`src/rtl/mem_access_unit.sv`:
```
// mem_access_unit: load/store initiator for a single-port 32-bit word memory (req/resp valid-ready in, mem_we/mem_addr/mem_wdata/mem_rdata out), byte stores via read-modify-write
module mem_access_unit #(
  parameter int ADDR_WIDTH = 10
) (
  input  logic                  clk,
  input  logic                  rst,
  input  logic                  req_valid,
  output logic                  req_ready,
  input  logic                  req_we,
  input  logic                  req_size,
  input  logic                  req_signed,
  input  logic [31:0]           req_addr,
  input  logic [31:0]           req_wdata,
  output logic                  resp_valid,
  input  logic                  resp_ready,
  output logic [31:0]           resp_rdata,
  output logic                  resp_err,
  output logic                  mem_we,
  output logic [ADDR_WIDTH-1:0] mem_addr,
  output logic [31:0]           mem_wdata,
  input  logic [31:0]           mem_rdata
);
  localparam logic [1:0] IDLE = 2'd0, RD = 2'd1, RESP = 2'd2;
  logic [1:0] state;
  logic [ADDR_WIDTH-1:0] addr_q;
  logic [1:0] lane_q;
  logic we_q, size_q, signed_q;
  logic [7:0] byte_q, rd_byte;
  logic err, accept;
  logic [31:0] merged, ld_data;
  assign err = ((req_addr >> (ADDR_WIDTH + 2)) != 32'h0) || (req_size && req_addr[1:0] != 2'b00);
  assign req_ready = !rst && state == IDLE;
  assign accept = req_valid && req_ready;
  assign resp_valid = state == RESP;
  assign rd_byte = mem_rdata[{lane_q, 3'b000} +: 8];
  assign ld_data = size_q ? mem_rdata : signed_q ? {{24{rd_byte[7]}}, rd_byte} : {24'h0, rd_byte};
  always_comb begin
    merged = mem_rdata;
    merged[{lane_q, 3'b000} +: 8] = byte_q;
  end
  assign mem_addr = state == IDLE ? req_addr[ADDR_WIDTH+1:2] : addr_q;
  assign mem_we = !rst && (state == IDLE ? accept && req_we && req_size && !err : state == RD && we_q);
  assign mem_wdata = state == RD ? merged : req_wdata;
  always_ff @(posedge clk or posedge rst)
    if (rst) begin
      state <= IDLE;
      resp_rdata <= '0;
      resp_err <= 1'b0;
      addr_q <= '0;
      lane_q <= '0;
      we_q <= 1'b0;
      size_q <= 1'b0;
      signed_q <= 1'b0;
      byte_q <= '0;
    end else if (state == IDLE) begin
      if (accept) begin
        addr_q <= req_addr[ADDR_WIDTH+1:2];
        lane_q <= req_addr[1:0];
        we_q <= req_we;
        size_q <= req_size;
        signed_q <= req_signed;
        byte_q <= req_wdata[7:0];
        resp_rdata <= '0;
        resp_err <= err;
        state <= (err || (req_we && req_size)) ? RESP : RD;
      end
    end else if (state == RD) begin
      resp_rdata <= we_q ? 32'h0 : ld_data;
      state <= RESP;
    end else if (resp_ready)
      state <= IDLE;
endmodule

```
`config.mk`:
```
export PLATFORM = sky130hd
export DESIGN_NAME = mem_access_unit
export DESIGN_NICKNAME = d
export VERILOG_FILES = /design/src/rtl/mem_access_unit.sv
export SDC_FILE = /design/constraint.sdc
export NUM_CORES = 1
export LEC_CHECK = 0
export BUFFER_PORTS_ARGS = -buffer_cell sky130_fd_sc_hd__buf_2
export CAP_MARGIN = 20
export CORE_UTILIZATION = 40
export CTS_BUF_LIST = sky130_fd_sc_hd__clkbuf_4 sky130_fd_sc_hd__clkbuf_8
export DETAILED_ROUTE_END_ITERATION = 10
export PLACE_DENSITY = 0.81
export REMOVE_ABC_BUFFERS = 1
export SYNTH_ARGS = -nofsm -noshare
export SYNTH_HDL_FRONTEND = slang
export SYNTH_SLANG_ARGS = --single-unit
```
`constraint.sdc`:
```
create_clock -name clk -period 5 [get_ports clk]
set_input_delay 0.75 -clock clk [delete_from_list [all_inputs] [get_ports clk]]
set_output_delay 0.75 -clock clk [all_outputs]
set_load 0.05 [all_outputs]
```
; ---- Yosys cells after proc, flatten, opt, wreduce, memory -nomap -nowiden
; Cells that the tools add are included.
[word_totals]
ff_bits = 58
[op_classes]
mux = 15
reduce_logical = 21
n_addsub = 1
shift = 3
eq_ne = 3
[op_table]
columns = operator, n
row1 = $mux 32, 7
row2 = $bwmux 32, 1
row3 = $reduce_bool 32->1, 1
row4 = $shift 8x7->32 const A, 1
row5 = $shiftx 32x6->8, 1
row6 = $shiftx 8x7->32, 1
row7 = $mux 10, 1
row8 = $mux 2, 5
row9 = $logic_and 1x1->1, 9
row10 = $neg 5->7, 1
row11 = $reduce_and 2->1, 3
row12 = $reduce_bool 2->1, 2
row13 = $reduce_bool 3->1, 1
row14 = $eq 2x1->1 const B, 1
row15 = $eq 2x2->1 const B, 1
row16 = $logic_not 1->1, 2
row17 = $logic_not 2->1, 1
row18 = $logic_or 1x1->1, 2
row19 = $ne 2x2->1 const B, 1
row20 = $mux 1, 1

; ---- Longest topological paths before layout
[logic_depth]
depth_word = 8
ltp_mapped = 7

; ---- Worst setup path before layout
; No wires, ideal clock.
[synth_timing]
path_kind = in2out
start = in rst
end = out mem_we
n_path_buf = 0
required_time_ps = 4250
setup_slack_ps = 1612
path_stages = 2
arrival_ps = 2638
cell_sequence = inv_1 > a32o_1
[synth_via]
elab_chain_len = 8
[synth_rtl]
columns = item, line
row1 = start: declaration, 6  ; input logic rst,
row2 = $logic_not 1->1 (no source line) (*), -
row3 = $logic_and 1x1->1, 32  ; assign req_ready = !rst && state == IDLE;
row4 = $logic_and 1x1->1, 33  ; assign accept = req_valid && req_ready;
row5 = $logic_and 1x1->1 (3 in a row), 42  ; assign mem_we = !rst && (state == IDLE ? accept && req_we && req_size && !err : state == RD && we_q);
row6 = $mux 1, 42
row7 = $logic_and 1x1->1 (*), 42
row8 = end: declaration, 18  ; output logic mem_we,
; Mark *: on every way between the ends. The rest lies on a longest branch, timed or not.

; ---- Final worst setup path
[layout_timing]
start = reg lane_q[0]
end = out mem_wdata[19]
[layout_via]
elab_chain_len = 4
word_cells_on_any_way = 5
[layout_rtl]
columns = item, line
row1 = start: declaration, 26  ; logic [1:0] lane_q;
row2 = start signal: assignment, 58  ; lane_q <= req_addr[1:0];
row3 = $neg 5->7 (*), 39  ; merged[{lane_q, 3'b000} +: 8] = byte_q;
row4 = $shiftx 8x7->32 or $shift 8x7->32 (tied branches), 39
row5 = $bwmux 32 (*), 39
row6 = $mux 32 (*), 43  ; assign mem_wdata = state == RD ? merged : req_wdata;
row7 = end: declaration, 20  ; output logic [31:0] mem_wdata,
; Marked as above.

==> impl_metrics.tcl <==
set metrics [dict create \
    status "finished clean" \
    vias 3526 \
    critical-path-slowest-cell "nor4b_2" \
    syn-instance-count 327 \
    reported_leakage_power_nw 2.236 \
    cell_pwr_density_nw_per_um2 298.3 \
    timing.critical_path.slowest_cell_delay_ps 930 \
    ys_top_cells_by_area "dfrtp_1 (43%), mux2_2 (10%), a221o_1 (9.0%)" \
    regToRegSetupSlack_ps 2540 \
    root_buffer "clkbuf_8" \
    drv.max_cap_violation_count 0 \
    critical_path.startpoint_type "flop" \
    hold_violations 0 \
    synth-async-reset-ratio 1.000 \
    layout-drive-gt1-share 0.4802 \
    clk_path_buf_depth 2 \
    cts.htree.levels 3 \
    timing.final.setup_violations 0 \
    seq_area_frac_synth 0.4343 \
    drt_pass1_iterations 5 \
    clock_input_transition_at_the_sequential_cells_of_the_worst_setup_and_hold_paths_ps 70 \
    cts_buffers 9 \
    globalRoute.busiestLayer "met2" \
    insertedDiodeCount 0 \
    stdcell_area_um2 4478 \
    postCtsSetupBuffers 0 \
    chipWidth_um 93.41 \
    grt_start_max_net_pins 59 \
    ir_worst_vdd_mv 0.1784 \
    detailed_place.area_um2 4303 \
    finalCriticalPeriod_ps 4316 \
    path_cells "clkinv_1, ha_1, nor4b_2, a221oi_1, nor2_1, buf_2" \
    worst-slew-pin-transition_ps 1114 \
    rows 32 \
    fp.dieArea_um2 8724 \
    synth_top_area_share 0.4343 \
    finalSetupTns_ps 0 \
    use_met2 0.4418 \
    synth_cell_type_count 36 \
    fin_worst_skew_ps 10.53 \
    grt_first_pass_wirelength_um 17480 \
    global_route.usage.met1 0.3413 \
    cp_data_arrival_time_ps 3570 \
    detailed_place_hpwl_um 8310 \
    relSlewSlack 0.2553 \
    drc_errors 0 \
    clock.fmax_mhz 231.7 \
    core_region_area_um2 7888 \
    synth_seq_cells 58 \
    final_min_period_over_clock_period 0.8632 \
    routabilityCongestion 0.8554 \
    drt_first_iter_violations 243 \
    antenna_violations_before_repair 0 \
    end_kind "primary output" \
    grt_setup_unrepaired "false" \
    numPortBuffers 180 \
    nets_final 609 \
    postCtsResizedCells 0 \
    cts.hold.buffers_added 0 \
    cp.required_ps 4250 \
    vias_in_the_first_global_route 3503 \
    grt_remaining_overflow 0 \
    syn_avg_cell_area_um2 10.22 \
    critical_path.n_buffers_inverters 2 \
    timing.critical_path.fanout_max 18 \
    synth_ff_type "dfrtp_1" \
    insertion_delay_ps 330 \
    grt.total_usage 0.2614 \
    fp.dieH_um 93.41 \
    drv_slew 0 \
    ys_warn_count 0 \
    mappedNetlistArea_um2 3342 \
    start_util 0.4237 \
    cts_tree "built" \
    wirelength_um 11210 \
    setup.worst_path.class "reg2out" \
    use_met3 0.03984 \
    yosys.area.top_type "dfrtp_1" \
    vias_per_cell 5.799 \
    area_growth_from_synthesis_to_layout_pct 33.99 \
    synth_edf_count 0 \
    drt.antenna.violating_nets 0 \
    design.portCount 181 \
    clkSinkCount 58 \
    wl_per_cell_um 18.43 \
    min-delay-path-class "reg2reg" \
    timing.critical_path.max_delay_family "simple AND/OR/NAND/NOR gates" \
]
## cells in the final DEF, fill, tap and decap left out, types with 6 or more instances in the layout
cell type / n
a221oi_1: 32
dfrtp_1: 58
clkbuf_8: 10
o22ai_1: 6
nand2_1: 8
mux2_2: 30
nor2_1: 75
o21ai_0: 8
buf_4: 6
nor3_1: 8
a221o_1: 30
buf_2: 180
## state kept, by name, summed over array words and instances, names as in the netlist
register / count
we_q: 1
resp_rdata: 32
state: 2
size_q: 1
addr_q: 10
signed_q: 1
lane_q: 2
resp_err: 1
byte_q: 8
## tightest hold or removal path: cells and delay by family (launching register included)
family,cells,cell delay [ps]
flops,1,340
compound gates,1,70
simple gates,1,50
## layout make-up
type / instances / area, um^2
clock buffers: 11 / 145.1
clock inverters: 5 / 30.03
fillers: 738 / 3410
inverters: 8 / 30.03
multi-input cells: 238 / 1748
flip-flops and latches: 58 / 1451
well taps: 102 / 127.6
repair buffers: 186 / 945.9
## cells by family (layout without fill, tap and decap cells)
kind of cell	Yosys count	after routing	synth area share
and+or+nand+nor	116	116	0.1748
AOI/OAI and AO/OA	84	84	0.2186
DFF	58	58	0.4343
muxes	33	33	0.1101
buffers and inverters	31	210	0.04343
adders and majority gates	5	5	0.01872
## layer usage
layer,vias to the layer above,routed length [um]
met4,0,176
met1,1720,4712
met3,17,773
met5,-,0
met2,177,5545
li1,1612,-
## where the power goes
part           switching, W  internal [W]  total (W)
registers         0.0000607      0.000510   0.000570
logic              0.000244      0.000132   0.000376
clock network      0.000194      0.000196   0.000390
## synth_stat cells, types with 3 or more instances
master    number
nand2_1        8
o22ai_1        6
nor2_1        75
nand3_1        3
buf_2         11
dfrtp_1       58
buf_4          4
nor2b_1        3
clkbuf_1       8
mux2i_1        3
nor3_1         8
inv_1          3
mux2_2        30
nor4_1         3
a221oi_1      32
ha_1           5
clkinv_1       5
o21ai_0        8
a221o_1       30
## path summary, 6_finish.rpt
path / startpoint / endpoint / cells after the start
worst max-delay path: lane_q[0]$_DFFE_PP0P_ / mem_wdata[19] / 6
worst min-delay path: resp_rdata[7]$_DFFE_PP0P_ / resp_rdata[7]$_DFFE_PP0P_ / 2
worst max register to register: lane_q[0]$_DFFE_PP0P_ / resp_rdata[18]$_DFFE_PP0P_ / 4
worst min register to register: resp_rdata[7]$_DFFE_PP0P_ / resp_rdata[7]$_DFFE_PP0P_ / 2
max in group asynchronous: rst / byte_q[2]$_DFFE_PP0P_ / 3
min in group asynchronous: rst / state[0]$_DFFE_PP0P_ / 3
## per-stage QoR
stage	std cells	hold slack, ps	setup slack [ps]	utilization	power [W]
2_1_floorplan	304	476.7	1514	-	0.0008159
3_3_place_gp	592	481.6	1223	0.5455	0.0009405
3_5_place_dp	592	487.6	1082	0.5455	0.0009541
4_1_cts	608	503.2	714.5	0.5677	0.001343
5_1_grt	608	526.7	343.6	0.5677	0.001397
6_report	608	501.5	683.9	0.5677	0.001336
(Power assumes the default switching activity.)
